`config.mk`:
```
export PLATFORM = sky130hd
export DESIGN_NAME = shift_chain_scrubber
export DESIGN_NICKNAME = d
export VERILOG_FILES = /design/src/rtl/shift_chain_scrubber.sv
export SDC_FILE = /design/constraint.sdc
export NUM_CORES = 1
export LEC_CHECK = 0
export ABC_AREA = 1
export CELL_PAD_IN_SITES_DETAIL_PLACEMENT = 1
export CELL_PAD_IN_SITES_GLOBAL_PLACEMENT = 2
export CORE_MARGIN = 2
export CORE_UTILIZATION = 26
export CTS_BUF_LIST = sky130_fd_sc_hd__clkbuf_16
export CTS_CLUSTER_SIZE = 8
export DETAILED_ROUTE_END_ITERATION = 12
export PLACE_DENSITY_LB_ADDON = 0.1
export SLEW_MARGIN = 20
export SYNTH_ARGS = -nofsm -noshare
export SYNTH_HDL_FRONTEND = slang
export SYNTH_SLANG_ARGS = --single-unit
export TNS_END_PERCENT = 1
```
`constraint.sdc`:
```
create_clock -name clk -period 8.5 [get_ports clk]
set_clock_uncertainty 0.15 [all_clocks]
set_input_delay 1.275 -clock clk [delete_from_list [all_inputs] [get_ports clk]]
set_output_delay 1.275 -clock clk [all_outputs]
set_load 0.05 [all_outputs]
```
`src/rtl/shift_chain_scrubber.sv`:
```
// shift_chain_scrubber: drives a known pattern through a shift chain and counts SEU mismatches per window.
// Define SHIFT_SCRUB_LFSR_EN to use an 8-bit LFSR pattern with a reference delay line instead of alternating bits.
module shift_chain_scrubber #(
  parameter int CHAIN_DEPTH   = 17,
  parameter int WINDOW_CYCLES = 1024,
  parameter int CNT_W         = 16
) (
  input  logic             clk,
  input  logic             rst_n,
  input  logic             run,
  input  logic             clear_total,
  input  logic             chain_q,
  output logic             chain_d,
  output logic             busy,
  output logic             mismatch,
  output logic             win_valid,
  output logic [CNT_W-1:0] win_errs,
  output logic [CNT_W-1:0] total_errs
);
  localparam int MX = CHAIN_DEPTH > WINDOW_CYCLES ? CHAIN_DEPTH : WINDOW_CYCLES;
  localparam int CW = $clog2(MX + 1);
  localparam logic [CNT_W:0] SAT = {1'b0, {CNT_W{1'b1}}};
  typedef enum logic [1:0] {IDLE, PRIME, CHECK} state_t;
  state_t state;
  logic [CW-1:0] cnt;
  logic [CNT_W-1:0] acc, win_new, tot_new;
  logic [CNT_W:0] win_sum, tot_sum;
  logic exp_bit, pat_next, miss, last, prime_end, stop;
`ifdef SHIFT_SCRUB_LFSR_EN
  logic [7:0] lfsr, lfsr_src;
  logic [CHAIN_DEPTH-1:0] ref_dl;
  // IDLE keeps the LFSR primed so the step after the seed is ready on entering PRIME
  assign lfsr_src = state == IDLE ? 8'h01 : lfsr;
  assign exp_bit  = ref_dl[CHAIN_DEPTH-1];
  assign pat_next = lfsr[0];
  always_ff @(posedge clk or negedge rst_n)
    if (!rst_n) begin
      lfsr   <= 8'h01;
      ref_dl <= '0;
    end else begin
      lfsr   <= {lfsr_src[6:0], lfsr_src[7] ^ lfsr_src[5] ^ lfsr_src[4] ^ lfsr_src[3]};
      ref_dl <= (ref_dl << 1) | CHAIN_DEPTH'(chain_d);
    end
`else
  localparam logic ODD = 1'(CHAIN_DEPTH % 2);
  assign exp_bit  = chain_d ^ ODD;
  assign pat_next = ~chain_d;
`endif
  always_comb begin
    miss      = state == CHECK && chain_q != exp_bit;
    last      = state == CHECK && cnt == CW'(WINDOW_CYCLES - 1);
    prime_end = cnt == CW'(CHAIN_DEPTH - 1);
    stop      = last && !run;
    win_sum   = {1'b0, acc} + {{CNT_W{1'b0}}, miss};
    win_new   = win_sum > SAT ? SAT[CNT_W-1:0] : win_sum[CNT_W-1:0];
    tot_sum   = (clear_total ? '0 : {1'b0, total_errs}) + {1'b0, win_new};
    tot_new   = tot_sum > SAT ? SAT[CNT_W-1:0] : tot_sum[CNT_W-1:0];
  end
  always_ff @(posedge clk or negedge rst_n)
    if (!rst_n) begin
      state      <= IDLE;
      cnt        <= '0;
      acc        <= '0;
      chain_d    <= 1'b0;
      busy       <= 1'b0;
      mismatch   <= 1'b0;
      win_valid  <= 1'b0;
      win_errs   <= '0;
      total_errs <= '0;
    end else begin
      mismatch   <= miss;
      win_valid  <= last;
      acc        <= last || state != CHECK ? '0 : win_new;
      win_errs   <= last ? win_new : win_errs;
      total_errs <= last ? tot_new : clear_total ? '0 : total_errs;
      case (state)
        IDLE: begin
          state   <= run ? PRIME : IDLE;
          busy    <= run;
          chain_d <= run;
          cnt     <= '0;
        end
        PRIME: begin
          state   <= prime_end ? CHECK : PRIME;
          chain_d <= pat_next;
          cnt     <= prime_end ? '0 : cnt + CW'(1);
        end
        CHECK: begin
          state   <= stop ? IDLE : CHECK;
          busy    <= !stop;
          chain_d <= stop ? 1'b0 : pat_next;
          cnt     <= last ? '0 : cnt + CW'(1);
        end
        default: state <= IDLE;
      endcase
    end
endmodule
```
==> results.md <==
* PD cells at 156 nW/um^2
* Source-to-sink clock delay at the later pin of the worst-skew pair at 0.34 ns
* Crit. Startpoint: chain_q
* Critical path startpoint category: input pin
* Non-filler instance count after layout at 890
* Worst VDD drop at 0.0821 mV
* Leak pwr at about 2.7 nW
* Actual slew at the worst max-slew pin at 0.912 ns
* Number of antenna violations at the first check in global routing at 0
* DRC Markers at 0
* I/O pin cnt at 41
* # placed instances at 875
* Global-route wire length before repair at roughly 23 mm
* Clock tree from TritonCTS: built
* GPL Wtd Cong at between 0.8 and 0.9
* Fraction of post-synthesis cell area in the top cell type by area at 0.374
* Clk pin slew, worst setup/hold paths at 0.06 ns
* Die height at 133 um
* Standard cell core area at between 15,000 and 20,000 um^2
* Critical Path AT at roughly 5.6 ns
* Cts repair resizes at 0
* Starting density of the core at 0.264
* Worst Hold Launch: win_errs[10]$_DFFE_PN0P_
* Routed wire length per instance at between 15 and 20 um
* Outcome: completed
* Max-cap violations at 0
* Area of the die at roughly 18,000 um^2
* Worst stage delay on the critical path at 0.61 ns
* Part of the Yosys area used for sequential elements at 0.374
* Total count of hold-check failures in the final report at 0
* WHS Path Cells at 2
* Worst setup slack after layout at between 3 and 4 ns
* Hpwl dp at 10.6 mm
* Postcts setup bufs at 0
* Vias in the first global route at 4,238
* Synthesized instance count at between 600 and 700
* Most area-hungry cell type in the Yosys netlist: dfrtp_1
* Class of the tightest hold or removal check: register to register
* Number of nets with antenna violations after routing at 0
* Async set-reset flop share out of synthesis at 1.00
* Total Power at just over 800 uW
* Setup crit end kind: register
* CP Cell Sequence: clkdlybuf4s50_1 > xor2_1 > nor2_1 > ha_1 > ha_1 > nand2_2 > nor2_4 > nand4_2 > nor2_2 > nand4_2 > nand2_1 > ha_1 > inv_1 > fa_1 > inv_1 > nand3_1 > nand3_1 > nand2_1 > nand3_1 > nand2_1 > nand2_2 > nor2_1 > nor2_1
* Library cell with the highest instance count after synthesis: nand2_1
* Synth Warn # at 0
* Slew Limit Headroom at 0.392
* Drt total wl at 13.9 mm
* Hold_buf cts at 0
* Area added between synthesis and finish at 20.0%
* Final setup fails at 0
* Root Buffer: clkbuf_16
* Total of flip-flops plus latches after synthesis at 65
* Max Transition Viols Final at 0
* H-Tree Level Count at 3
* Antenna Cells at 0
* Count of flip-flops with a built-in enable after synthesis at 0
* Upper clock frequency limit at 0.182 GHz
* Most instantiated flip-flop cell in the synthesis netlist: dfrtp_1
* Ratio of final minimum period to clock period at 0.645
* Standard cell with the maximum stage delay on the critical path: nand4_2
* Count of buffers from port buffering at 40
* Reg2reg start: state[0]$_DFF_PN0_
* Buffers from clock root to sink, at most at 2
* Setup Crit Path Kind: input pin to register
* Worst slack at placement at 2.61 ns
* Worst r2r path cells at 24
* Netlist area before placement at 4350 um^2
* Vias/cell at between 4 and 5
* First drt pass iteration count at 4
* Placement row count at 47
* Number of nets at the end of the flow at 696
* Number of vias after detailed routing at 3,969
* Average footprint of a synthesized cell at 6.94 um^2
* Worst EP required at 8.62 ns
* X dimension of the die at 133 um
* Number of distinct standard cells referenced by the synthesized netlist at 31
* RSZ-0062 raised after global routing: false
* Setup Total Neg Slack at 0 ns
* Biggest area contributors in the synthesized netlist: dfrtp_1 (37%), nand2_1 (18%), inv_1 (8.4%), ha_1 (6.9%), nor2_1 (6.9%)
* GR Util All Layers at 0.166
* Pin count of the biggest net entering global routing at 66
* Clock period minus worst slack at 5.48 ns
* Total clock buffers created by CTS at 9
* Initial DRC Count at 153
* Remaining Overflow, GRT at 0
* Synth cell count leaders: nand2_1 (211), inv_1 (97), nor2_1 (80)
* Max Fanout on Critical Path at 29
* Share of layout cells above drive strength 1 at 0.0478
* Synthesized net count at 656
* Sink Count at 65
## final timing paths
path | slack (ns) | endpoint
min in group asynchronous | 1.01 | cnt[4]$_DFFE_PN0P_
worst min-delay path | 0.33 | win_errs[10]$_DFFE_PN0P_
max in group asynchronous | 6.61 | total_errs[1]$_DFFE_PN0P_
worst min register to register | 0.33 | win_errs[10]$_DFFE_PN0P_
worst max register to register | 3.59 | total_errs[12]$_DFFE_PN0P_
worst max-delay path | 3.02 | total_errs[12]$_DFFE_PN0P_
## cell families (layout without fill, tap and decap cells)
group                    after synthesis  count (layout)  synth area share
XOR/XNOR                              18              18            0.0363
AND/OR/NAND/NOR                      359             359             0.349
buffers and inverters                110             154             0.105
AO/OA/AOI/OAI                         49              49            0.0619
flip-flops                            65              65             0.374
adder cells (fa/ha/maj)               25              25            0.0737
## registers in the layout (all words and copies together) (netlist names)
name,cells
busy,1
win_errs,16
state,2
total_errs,16
win_valid,1
mismatch,1
acc,16
cnt,11
chain_d,1
## area by class of cell
class | instances | area [um^2]
fillers | 2066 | 11200
well taps | 220 | 275
clock buffers | 9 | 225
inverters | 98 | 373
repair buffers | 41 | 403
clock inverters | 6 | 51.3
flip-flops and latches | 65 | 1630
multi-input cells | 451 | 2260
## metrics by stage
stage	utilization	hold slack (ns)	cell area, um^2
2_1_floorplan	-	0.318	4350
3_3_place_gp	0.300	0.316	4940
3_5_place_dp	0.300	0.317	4940
4_1_cts	0.317	0.332	5220
5_1_grt	0.317	0.365	5220
6_report	0.317	0.326	5220
## layout by cell type (no fill, tap or decap), types with 9 or more instances in the layout
cell,instances
nand2_1,211
inv_1,98
nor2_1,80
dfrtp_1,65
clkdlybuf4s50_1,39
a21oi_1,35
nand3_1,33
ha_1,24
xor2_1,9
xnor2_1,9
clkbuf_16,9
## critical path, delay by kind of cell
family,cells,cell delay (ns)
xor gates and xnor gates,1,0.17
and+or+nand+nor,15,2.52
buffers and inverters,3,0.60
adders and majority gates,4,1.02
## per-layer routing
metal / GRT usage / share of wire
met1: 0.238 / 0.52
met2: 0.261 / 0.44
met3: 0.0301 / 0.031
met5: 0 / 0
met4: 0.0390 / 0.0092
## power by group
group	total [mW]	internal (mW)	switching (mW)
combinational	0.111	0.0358	0.0756
sequential	0.341	0.325	0.0161
clock	0.363	0.221	0.142
No activity file was read; power rests on OpenSTA's default activity.
